## config.mk

```make
export PLATFORM = sky130hd
export DESIGN_NAME = capsense_scan_sequencer
export DESIGN_NICKNAME = d
export VERILOG_FILES = /design/src/rtl/capsense_scan_sequencer.sv
export SDC_FILE = /design/constraint.sdc
export NUM_CORES = 1
export LEC_CHECK = 0
export CELL_PAD_IN_SITES_DETAIL_PLACEMENT = 0
export CELL_PAD_IN_SITES_GLOBAL_PLACEMENT = 1
export CORE_MARGIN = 2
export CORE_UTILIZATION = 45
export CTS_BUF_LIST = sky130_fd_sc_hd__clkbuf_4 sky130_fd_sc_hd__clkbuf_8
export CTS_CLUSTER_DIAMETER = 100
export DETAILED_ROUTE_END_ITERATION = 7
export PLACE_DENSITY = 0.86
export SLEW_MARGIN = 15
export SYNTH_ARGS = -nofsm -noshare
export SYNTH_HDL_FRONTEND = slang
export SYNTH_SLANG_ARGS = --single-unit
```

## constraint.sdc

```tcl
create_clock -name CLK -period 3.95 [get_ports CLK]
set_input_delay 0.395 -clock CLK [delete_from_list [all_inputs] [get_ports CLK]]
set_output_delay 0.395 -clock CLK [all_outputs]
set_load 0.01 [all_outputs]
```

## src/rtl/capsense_scan_sequencer.sv

```systemverilog
// Four-pad capacitive touch scanner: discharge/float cycle, per-pad charge-time capture,
// threshold classification and per-pad debounce of the touch state.
module capsense_scan_sequencer #(
  parameter int unsigned DISCHARGE_CYCLES = 64,
  parameter int unsigned TIMEOUT_CYCLES   = 255,
  parameter int unsigned THRESHOLD        = 20,
  parameter int unsigned DEBOUNCE         = 3,
  parameter int unsigned CNT_W            = 8
) (
  input  logic               CLK,
  input  logic               RST_N,
  input  logic               ENABLE,
  input  logic [3:0]         PAD_IN,
  output logic               BTN_SAMPLE,
  output logic [4*CNT_W-1:0] CHARGE_TIME,
  output logic [3:0]         TOUCHED,
  output logic [3:0]         PRESS_EVT,
  output logic               SCAN_DONE
);

  localparam int unsigned NPAD  = 4;
  localparam int unsigned DIS_W = (DISCHARGE_CYCLES > 1) ? $clog2(DISCHARGE_CYCLES + 1) : 1;
  localparam int unsigned DB_W  = $clog2(DEBOUNCE + 1);

  localparam logic [DIS_W-1:0] DIS_LAST = DIS_W'(DISCHARGE_CYCLES - 1);
  localparam logic [DIS_W-1:0] DIS_MAX  = {DIS_W{1'b1}};
  localparam logic [CNT_W-1:0] CNT_LAST = CNT_W'(TIMEOUT_CYCLES - 1);
  localparam logic [CNT_W-1:0] CNT_TO   = CNT_W'(TIMEOUT_CYCLES);
  localparam logic [CNT_W-1:0] CNT_MAX  = {CNT_W{1'b1}};
  localparam logic [DB_W-1:0]  DB_LIM   = DB_W'(DEBOUNCE);

  localparam logic [1:0] S_IDLE      = 2'd0;
  localparam logic [1:0] S_DISCHARGE = 2'd1;
  localparam logic [1:0] S_FLOAT     = 2'd2;
  localparam logic [1:0] S_EVAL      = 2'd3;

  logic [NPAD-1:0]             sync1_q, sync2_q;
  logic [1:0]                  state_q, state_d;
  logic [DIS_W-1:0]            dis_cnt_q, dis_cnt_d;
  logic [CNT_W-1:0]            cnt_q, cnt_d;
  logic [NPAD-1:0]             latched_q, latched_d;
  logic [NPAD-1:0][CNT_W-1:0]  meas_q, meas_d;
  logic [NPAD-1:0][CNT_W-1:0]  charge_q, charge_d;
  logic [NPAD-1:0][DB_W-1:0]   db_cnt_q, db_cnt_d;
  logic [NPAD-1:0]             touched_q, touched_d;
  logic [NPAD-1:0]             press_evt_q, press_evt_d;
  logic                        scan_done_q, scan_done_d;
  logic                        btn_sample_q, btn_sample_d;

  logic [NPAD-1:0]             raw_c;
  logic [NPAD-1:0][DB_W-1:0]   db_inc_c;

  // Raw classification of the captured times and the debounce counter increment.
  always_comb begin
    raw_c    = '0;
    db_inc_c = '0;
    for (int i = 0; i < NPAD; i++) begin
      raw_c[i]    = (32'(meas_q[i]) >= THRESHOLD);
      db_inc_c[i] = db_cnt_q[i] + DB_W'(1);
    end
  end

  always_comb begin
    state_d     = state_q;
    dis_cnt_d   = dis_cnt_q;
    cnt_d       = cnt_q;
    latched_d   = latched_q;
    meas_d      = meas_q;
    charge_d    = charge_q;
    db_cnt_d    = db_cnt_q;
    touched_d   = touched_q;
    press_evt_d = '0;
    scan_done_d = 1'b0;

    case (state_q)
      S_IDLE: begin
        dis_cnt_d = '0;
        cnt_d     = '0;
        if (ENABLE) state_d = S_DISCHARGE;
      end

      S_DISCHARGE: begin
        if (dis_cnt_q >= DIS_LAST) begin
          state_d   = S_FLOAT;
          dis_cnt_d = '0;
          cnt_d     = '0;
          latched_d = '0;
          meas_d    = '0;
        end else if (dis_cnt_q != DIS_MAX) begin
          dis_cnt_d = dis_cnt_q + DIS_W'(1);
        end
      end

      S_FLOAT: begin
        for (int i = 0; i < NPAD; i++) begin
          if (sync2_q[i] && !latched_q[i]) begin
            latched_d[i] = 1'b1;
            meas_d[i]    = cnt_q;
          end
        end
        // Leave once every pad has charged (this cycle included) or the window expires.
        if ((&latched_d) || (cnt_q >= CNT_LAST)) begin
          for (int i = 0; i < NPAD; i++) begin
            if (!latched_d[i]) meas_d[i] = CNT_TO;
          end
          state_d = S_EVAL;
        end else if (cnt_q != CNT_MAX) begin
          cnt_d = cnt_q + CNT_W'(1);
        end
      end

      S_EVAL: begin
        charge_d    = meas_q;
        scan_done_d = 1'b1;
        dis_cnt_d   = '0;
        for (int i = 0; i < NPAD; i++) begin
          if (raw_c[i] == touched_q[i]) begin
            db_cnt_d[i] = '0;
          end else if (db_inc_c[i] >= DB_LIM) begin
            db_cnt_d[i]    = '0;
            touched_d[i]   = raw_c[i];
            press_evt_d[i] = raw_c[i];
          end else begin
            db_cnt_d[i] = db_inc_c[i];
          end
        end
        state_d = ENABLE ? S_DISCHARGE : S_IDLE;
      end

      default: state_d = S_IDLE;
    endcase

    btn_sample_d = (state_d == S_FLOAT);
  end

  // Pad synchronizer runs regardless of scan state.
  always_ff @(posedge CLK) begin
    if (!RST_N) begin
      sync1_q <= '0;
      sync2_q <= '0;
    end else begin
      sync1_q <= PAD_IN;
      sync2_q <= sync1_q;
    end
  end

  always_ff @(posedge CLK) begin
    if (!RST_N) begin
      state_q      <= S_IDLE;
      dis_cnt_q    <= '0;
      cnt_q        <= '0;
      latched_q    <= '0;
      meas_q       <= '0;
      charge_q     <= '0;
      db_cnt_q     <= '0;
      touched_q    <= '0;
      press_evt_q  <= '0;
      scan_done_q  <= 1'b0;
      btn_sample_q <= 1'b0;
    end else begin
      state_q      <= state_d;
      dis_cnt_q    <= dis_cnt_d;
      cnt_q        <= cnt_d;
      latched_q    <= latched_d;
      meas_q       <= meas_d;
      charge_q     <= charge_d;
      db_cnt_q     <= db_cnt_d;
      touched_q    <= touched_d;
      press_evt_q  <= press_evt_d;
      scan_done_q  <= scan_done_d;
      btn_sample_q <= btn_sample_d;
    end
  end

  assign BTN_SAMPLE  = btn_sample_q;
  assign CHARGE_TIME = charge_q;
  assign TOUCHED     = touched_q;
  assign PRESS_EVT   = press_evt_q;
  assign SCAN_DONE   = scan_done_q;

endmodule

```

Word level (Yosys, flattened, before mapping)
Cells that the tools add are included.

word-level totals
  register bits after elaboration = 111
  output and inout port bits = 42
  logic and storage cells = 136

operators by class
  multiplexer cells = 42
  add/subtract/negate cells = 6
  $lt $le $gt $ge = 10
  bitwise gates (word level) = 10
  eq/ne operators = 14
  reduce and logical (&&, ||, !) cells = 26

operators by type and width
  cell                                                                                  number
  8-bit two-way mux                                                                     11
  32-bit two-way mux                                                                    2
  32-bit case mux with 2 select lines                                                   1
  8-bit by 5-bit greater-or-equal comparator with 1-bit output (second input constant)  4
  8-bit case mux with 3 select lines                                                    1
  2-bit two-way mux                                                                     11
  4-bit OR reduction                                                                    4
  7-bit two-way mux                                                                     2
  7-bit case mux with 2 select lines                                                    1
  3-bit AND reduction                                                                   4
  1-bit two-way mux                                                                     10
  1-bit inverter                                                                        10
  2-bit by 1-bit adder with 2-bit output (second input constant)                        4
  8-bit by 1-bit adder with 8-bit output (second input constant)                        1
  2-bit greater-or-equal comparator (second input constant)                             4
  8-bit greater-or-equal comparator (second input constant)                             1
  8-bit != test (second input constant)                                                 1
  2-bit case mux with 4 select lines                                                    1
  4-bit case mux with 2 select lines                                                    1
  4-bit AND reduction                                                                   2
  7-bit by 1-bit adder with 7-bit output (second input constant)                        1
  7-bit by 6-bit greater-or-equal comparator with 1-bit output (second input constant)  1
  7-bit != test (second input constant)                                                 1
  2-bit equality test (second input constant)                                           3
  13 further kinds                                                                      26

Logic depth before layout (Yosys ltp)
  word-level depth = 9
  mapped depth = 9

Least setup slack after synthesis
No wires, ideal clock.

  path kind = register -> register
  start = register state_q[1]
  end = register cnt_q[5]
  arrival time = 2.255 ns
  path buffers = 2
  slack = 1.601 ns
  cell stages (with the launch flop) = 10
  path through = dfxtp_1 > inv_1 > ha_1 > buf_2 > nor2b_1 > o21a_1 > or3_1 > buf_2 > or4_4 > o311ai_2

on the way
  cells in the longest elaborated chain, start to end = 3

RTL lines
  what                                                                  line  source
  start, declared                                                       38    logic [1:0] state_q, state_d;
  start signal, assigned                                                161   state_q <= state_d;
  2-bit equality test (tied with other cells)                           75    case (state_q)
  2-bit != test (no line) / 3-bit nonzero test (equally long branches)  n/a
  4-bit AND reduction (no line)                                         n/a
  end signal, assigned                                                  163   cnt_q <= cnt_d;
  end, declared                                                         40    logic [CNT_W-1:0] cnt_q, cnt_d;

Parallel ways exist; a longest one is shown, timed or not.
A chain may end at the register's enable or synchronous reset.

Final worst setup path
Ends and elaborated chain as after synthesis.

==> reports/metrics.sh <==
OUTCOME='completed'
TIMING.REG2REG.SETUP_SLACK_PS=1360
P_INT_uW=1511
FIN_NETS=534
TOTALNEGATIVESETUPSLACK_PS=0
SYNTH_TOP_FAMILY_BY_AREA='compound AO/OA/AOI/OAI gates'
CP-START-KIND='register'
SLEW_HEADROOM_PCT=37.57
FINISH.UTILIZATION_PCT=54.96
ENDPOINT_KIND='register'
POWER.SEQUENTIAL.FRACTION_PCT=57.5
CRIT_FAMILY='simple AND/OR/NAND/NOR gates'
DRC_ERRORS=0
SYNTH_SEQ_AREA_SHARE_PCT=48.08
DRT_ITER0_DRC=220
YS_DOMINANT_REG_CELL='sky130_fd_sc_hd__dfxtp_1'
HTREE_LEVELS=3
SYNTH_EDF_COUNT=0
POSTCTSRESIZEDCELLS=0
COMMONEST_CELLS_AFTER_ROUTING_FILL_AND_TAPS_ASIDE='sky130_fd_sc_hd__dfxtp_1 (111), sky130_fd_sc_hd__nor2_1 (48), sky130_fd_sc_hd__clkdlybuf4s50_1 (48)'
WORST_PIN_SLEW_PS=929.3
NETLIST.TOP_CELL.BY_AREA='sky130_fd_sc_hd__dfxtp_1'
CTS_TREE='done'
NUMPORTBUFFERS=48
REGAREA_MM2=0.002222
VIAS_IN_THE_FIRST_GLOBAL_ROUTE=3355
CLOCK_TREE.ROOT_CELL='sky130_fd_sc_hd__clkbuf_8'
HOLD_PATH_SINK='sync2_q[3]'
RR_WORST_DEPTH=7
TIMING.HOLD.WORST.START='sync1_q[3]'
FINAL_AREA_MM2=0.005421
POSTSYNTHREGISTERBITS=111
CTS_SETUP_BUFFERS=0
SYNTHTOLAYOUTAREAGROWTH_PCT=17.30
CELL_COUNT_POST_PLACEMENT=641
INITIAL_ANTENNA_VIOLATION_COUNT=0
AVGROUTEDWIREPERCELL_UM=15.41
CHIPWIDTH_UM=105.3
FINAL_HOLD_VIOS=0
F_MAX_GHz=0.3854
CRITICAL_PATH.REG2REG.ENDPOINT='cnt_q[5]'
POWER_DENSITY_mW_PER_MM2=361.7
FINAL.MIN_CLOCK_PERIOD_PS=2595
DIE_AREA_MM2=0.01110
FINALSETUPVIOLATIONS=0
HOLD_PATH_DEPTH=1
PLACEMENTROWS=36
SYNTH.DISTINCT_CELLS=50
NUM_ANTENNA_CELLS=0
CTS_BUFFERS=9
CLOCK_SINK_COUNT=111
LAYOUT.CELLS.NON_FILLER=657
POST_SYNTHESIS_NET_COUNT=500
CHIPHEIGHT_UM=105.3
SYNTH_TOP_CELL_AREA_SHARE_PCT=48.08
IO_PINS=49
NETSWITCHINGFRACTION_PCT=22.94
WORSTHOLDPATHTYPE='reg2reg'
DPL.HPWL_UM=6928
POST-ROUTE-PERIOD-UTIL_PCT=65.70
DRV_SLEW=0
YS_TOP_CELLS_BY_AREA='sky130_fd_sc_hd__dfxtp_1 (48%), sky130_fd_sc_hd__mux2i_1 (6.9%), sky130_fd_sc_hd__a22o_1 (6.1%)'
POSTSYNTHCELLCOUNT=485
TOTAL_SWITCHING_POWER_uW=449.8
COMBINED_AREA_OF_THE_MULTI_INPUT_LOGIC_CELLS_MM2=0.002247
DRIVE_ABOVE_1_SHARE_PCT=6.489
VDD_IR_DROP_MAX_mV=0.2622
COMBINATIONALPOWERSHARE_PCT=3.5
CP.BUFFERS_INVERTERS=1
SYNTH_COMPOUND_AREA_SHARE_PCT=19.82
WORSTSKEWPAIRLATENCY_PS=360
DETAILED_PLACE.AREA_MM2=0.005195
POST-PLACE-WS_PS=1137
SLOWEST_DELAY_PS=560
CRITICAL_PATH.CELL_CHAIN='inv_1 > ha_1 > nor2b_1 > o21a_1 > or3_1 > or4_4 > o311ai_2'
YOSYSWARNINGCOUNT=0
CRITPATHREQUIREDTIME_PS=4220
GRT-OVFL-TOTAL=0
GRT_FIRST_PASS_WIRELENGTH_UM=16850
CTS_MAX_PATH_BUFFERS=2
MAX_CAP_VIOL_COUNT=0
STATIC_LEAKAGE_uW=0.002174
GRT_MAX_DEGREE=34
SYN_AREA_PER_CELL_UM2=9.530
R2R_START='state_q[1]'
POSTSYNTH.ASYNCRESETSHARE_PCT=0
SYNTHADDERAREAFRAC_PCT=2.166
FIN_SKEW_PS=14.54
DETAIL_ROUTE.WIRELENGTH_UM=10120
MAPPEDNETLISTAREA_MM2=0.004622
GRT_USAGE_PCT=18.66
CLK_PIN_SLEW_WORST_PATHS_PS=110
SYNTH_MUX_AREA_SHARE_PCT=7.174
CRIT_START='state_q[1]'
CTS-HOLD-FIX-BUFFERS=0
DRTANTENNAVIOLNETS=0
SYNTH_XOR_XNOR_AREA_SHARE_PCT=0.7580
CLOCK_POWER_SHARE_PCT=39.0
DR_TOTAL_VIAS=3576
VIAS_PER_CELL=5.443
SETUP_REPAIR_AFTER_GLOBAL_ROUTING_MISSED_ITS_MARGIN='no'
WORST_PATH_CLASS_SETUP='reg2reg'
POSTLAYOUTSETUPSLACKWORST_PS=1355
CRITICAL-PATH-SLOWEST-CELL='sky130_fd_sc_hd__or4_4'
SYNTH_SIMPLE_GATE_AREA_SHARE_PCT=18.60
LAYOUT.CELLS.MOST_COMMON='sky130_fd_sc_hd__dfxtp_1'
WORSTPATHARRIVAL_PS=2860
START_UTIL_PCT=46.85
CRITICAL_PATH_PEAK_FANOUT=10
CORE_AREA_MM2=0.009864
NFILLCELLS=885
FINAL_REPLACE_WEIGHTED_CONGESTION=0.8533
DRT_PRE_ANTENNA_ITERS=4
-- logic make-up after synthesis --
family / Yosys count
muxes: 33
xor gates and xnor gates: 4
buffers and inverters: 40
DFF: 111
and+or+nand+nor: 162
adders and majority gates: 8
AOI/OAI and AO/OA: 127
-- power by group through the flow --
| stage | sequential [uW] | clock, uW | combinational, uW |
|---|---|---|---|
| 2_1_floorplan | 1150 | 0 | 47.7 |
| 3_3_place_gp | 1150 | 0 | 66.9 |
| 3_5_place_dp | 1150 | 0 | 68.2 |
| 4_1_cts | 1130 | 782 | 68.8 |
| 5_1_grt | 1130 | 832 | 77.0 |
| 6_report | 1130 | 765 | 68.3 |
-- worst max path at each step --
stage / cells after the start / slack (ps) / end
final: 7 / 1360 / cnt_q[5]
after CTS: 7 / 1320 / cnt_q[5]
after global routing: 7 / 1150 / cnt_q[5]
after detailed placement: 4 / 1140 / meas_q[5]
after floorplan: 9 / 1600 / cnt_q[5]
after global placement: 4 / 1240 / meas_q[5]
-- through the flow --
| stage | hold slack [ps] | power [uW] |
|---|---|---|
| after floorplan | 411.9 | 1200 |
| after global placement | 414.6 | 1220 |
| after detailed placement | 416.9 | 1222 |
| after CTS | 442.4 | 1979 |
| after global routing | 450.5 | 2038 |
| final | 442.2 | 1961 |
-- state kept, by name, summed over array words and instances (netlist names), 7 cells and up --
name	flops
db_cnt_q	8
meas_q	32
cnt_q	8
CHARGE_TIME	32
dis_cnt_q	7
-- layout make-up --
class / count / area share, %
inverter: 9 / 0.6231
tap: 133 / 3.069
timing repair buffer: 54 / 9.693
clock inverter: 7 / 1.892
clock buffer: 9 / 2.285
multi-input combinational: 334 / 41.45
sequential: 111 / 40.99
-- synth_stat cells (2+ instances only) --
library cell	n
sky130_fd_sc_hd__inv_1	8
sky130_fd_sc_hd__and2_1	11
sky130_fd_sc_hd__nor3_1	13
sky130_fd_sc_hd__nor2b_1	5
sky130_fd_sc_hd__o21ai_0	13
sky130_fd_sc_hd__mux2i_1	32
sky130_fd_sc_hd__o211ai_1	2
sky130_fd_sc_hd__nand3_1	13
sky130_fd_sc_hd__a311oi_1	4
sky130_fd_sc_hd__nor4_1	2
sky130_fd_sc_hd__nor2_1	49
sky130_fd_sc_hd__or4b_2	4
sky130_fd_sc_hd__dfxtp_1	111
sky130_fd_sc_hd__nand2b_1	12
sky130_fd_sc_hd__nand3b_1	2
sky130_fd_sc_hd__and3_1	7
sky130_fd_sc_hd__ha_1	8
sky130_fd_sc_hd__nor4b_1	2
sky130_fd_sc_hd__buf_1	9
sky130_fd_sc_hd__buf_2	6
sky130_fd_sc_hd__xnor2_1	4
sky130_fd_sc_hd__a21o_1	32
sky130_fd_sc_hd__clkbuf_1	16
sky130_fd_sc_hd__nor3b_1	6
sky130_fd_sc_hd__a21oi_1	25
sky130_fd_sc_hd__nand2_1	20
sky130_fd_sc_hd__o22ai_1	4
sky130_fd_sc_hd__o21a_1	3
sky130_fd_sc_hd__and3b_1	3
sky130_fd_sc_hd__nand4_1	4
sky130_fd_sc_hd__or3_1	5
sky130_fd_sc_hd__a22o_1	32
-- worst register-to-register path, stage by stage (launching register included) --
cell,delay [ps]
sky130_fd_sc_hd__dfxtp_1,420
sky130_fd_sc_hd__inv_1,100
sky130_fd_sc_hd__ha_1,290
sky130_fd_sc_hd__nor2b_1,210
sky130_fd_sc_hd__o21a_1,190
sky130_fd_sc_hd__or3_1,520
sky130_fd_sc_hd__or4_4,560
sky130_fd_sc_hd__o311ai_2,210
-- per-layer routing --
layer | vias to the layer above | wire length, um | GRT usage [%]
li1 | 1812 | - | -
met1 | 1668 | 4959 | 25.74
met2 | 84 | 4647 | 29.82
met3 | 12 | 363 | 2.659
met4 | 0 | 152 | 6.571
met5 | - | 0 | 0
Note: power is estimated with default switching activity, not from simulation.
==> RTL edit: new RTL, same settings <==
Change the parameter `DISCHARGE_CYCLES` from 64 to 32.
--- a/src/rtl/capsense_scan_sequencer.sv
+++ b/src/rtl/capsense_scan_sequencer.sv
@@ -1,7 +1,7 @@
 // Four-pad capacitive touch scanner: discharge/float cycle, per-pad charge-time capture,
 // threshold classification and per-pad debounce of the touch state.
 module capsense_scan_sequencer #(
-  parameter int unsigned DISCHARGE_CYCLES = 64,
+  parameter int unsigned DISCHARGE_CYCLES = 32,
   parameter int unsigned TIMEOUT_CYCLES   = 255,
   parameter int unsigned THRESHOLD        = 20,
   parameter int unsigned DEBOUNCE         = 3,
Formal check against the unedited RTL: same outputs for any inputs over 10 cycles, from zero or initial values and one cycle with RST_N low; that may be too few to reach the edited logic, so the function may still have changed.
==> RTL edit against the unedited design <==
Global-route usage fell by 0.26 points. Worst setup slack got worse by 49 ps. Total power decreased by 4.8%. Sequential cell count shrank 1. Routed wire length increased by 1.5%. Fmax down 1.9%. Hold slack lost 1.5 ps. First-iteration DRC count down 27%. Final area rose by 1.8%. Area after synthesis up 3.6%. Clock skew up 1.0 ps. Critical path type unchanged.
==> RTL edit: results (changes against the unedited design) <==
stage;metric;value;unit;change
outcome;outcome;completed;;
setup_path;worst-case reg-to-reg path depth;5;;-2
setup_path;worst setup slack for register-to-register paths;1310;ps;-50 ps
layout;nets@finish;529;;-0.94%
timing;minimum hold slack;440.6;ps;-1.545 ps
layout;filler cell count;960;;+8.5%
yosys;number of nets in the synthesized netlist;499;;-0.20%
hold_path;worst hold start;sync1_q[0];;
global_routing;maximum number of pins on one net before global-route repair;54;;+59%
layout;Sequential Area;2202;um^2;-0.90%
drt;average via count per standard cell;5.595;;+2.8%
hold_path;min-delay worst type;reg -> reg;;
setup_path;critical path fanouts, max;28;;+18
power;leakage dissipation;2.152;nW;-1.0%
place;weighted congestion at the end of routability-driven global placement;0.8015;;-6.1%
hold_path;Min-Delay Endpoint;sync2_q[0];;
yosys;Avg Cell Area, Syn;9.893;um^2;+3.8%
global_routing;wire length of the first global-routing pass;17.00;mm;+0.90%
drt;wire length reported by the detailed router;10.27;mm;+1.5%
setup_path;critical path data required time;4270;ps;+50 ps
yosys;Seq/Total Area, Yosys;0.4599;;-0.02089
yosys;commonest cells in the synthesized netlist;dfxtp_1 (110), nor2_1 (52), mux2i_1 (38), a21o_1 (32), a22o_1 (28);;
clock_network;Worst-Skew Late Latency;380;ps;+20 ps
timing;transition time at the pin with the least slew margin;1013;ps;+83.43 ps
place;post-detailed-placement cell area;5324;um^2;+2.5%
drt;Initial DRC Count;161;;-27%
place;half-perimeter wire length after placement;6.904;mm;-0.34%
place;cell total after placement;639;;-0.31%
timing;Layout Skew;15.55;ps;+1.009 ps
-- RTL edit: changes by cell type in the layout (fill, tap and decap cells not counted), sizes merged, moves of 4 or more --
cell	before	now
a22o	32	28
xnor2	4	0
nand4	5	1
nand3b	2	6
a21oi	25	30
a32oi	0	4
or3	5	1
nand2	20	14
nor3	13	8
mux2i	32	38
-- RTL edit: worst max-delay path by stage --
stage | from | end | depth (start not counted)
4_1_cts | state_q[0] | meas_q[23] | 5
6_report | state_q[0] | meas_q[23] | 5
5_1_grt | state_q[0] | meas_q[2] | 5
3_5_place_dp | state_q[0] | meas_q[2] | 5
2_1_floorplan | cnt_q[0] | cnt_q[5] | 7
3_3_place_gp | state_q[0] | meas_q[12] | 5
-- RTL edit: area by class of cell --
type / instances / share of cell area
multi-input cells: 333 / 0.4377
clock buffers: 11 / 0.02744
clock inverters: 5 / 0.007485
inverters: 9 / 0.006124
flip-flops and latches: 110 / 0.3992
repair buffers: 51 / 0.09118
well taps: 136 / 0.03085
-- RTL edit: metrics by stage --
step | power (mW) | setup slack [ps]
global route | 1.938 | 1108
CTS | 1.883 | 1306
global placement | 1.229 | 1479
floorplan | 1.210 | 2069
detailed placement | 1.232 | 1337
finish | 1.867 | 1306
-- RTL edit: cell families after synthesis --
| group | after synthesis | share of synthesized area |
|---|---|---|
| AOI/OAI and AO/OA | 140 | 0.2239 |
| adders and majority gates | 8 | 0.02090 |
| buffers and inverters | 41 | 0.03632 |
| DFF | 110 | 0.4599 |
| muxes | 38 | 0.07943 |
| and+or+nand+nor | 147 | 0.1795 |
-- RTL edit: report_power, final --
part           internal (mW)  switching [mW]  total, mW
Sequential              1.11         0.00577       1.12
Combinational         0.0268          0.0599     0.0866
Clock                  0.270           0.391      0.661
Total                   1.41           0.457       1.87
-- RTL edit: metal layers --
metal  part of all wire  GRT usage  up-vias
li1                   -          -     1816
met2               0.48     0.3083       73
met1               0.47     0.2380     1763
met3              0.041    0.04742       13
met4              0.011    0.04174        0
met5                  0          0        -
-- RTL edit: critical path, stage by stage (launching register included) --
cell	delay [ps]
dfxtp_1	390
inv_1	120
ha_1	720
inv_1	230
nor3_4	880
a22o_1	240
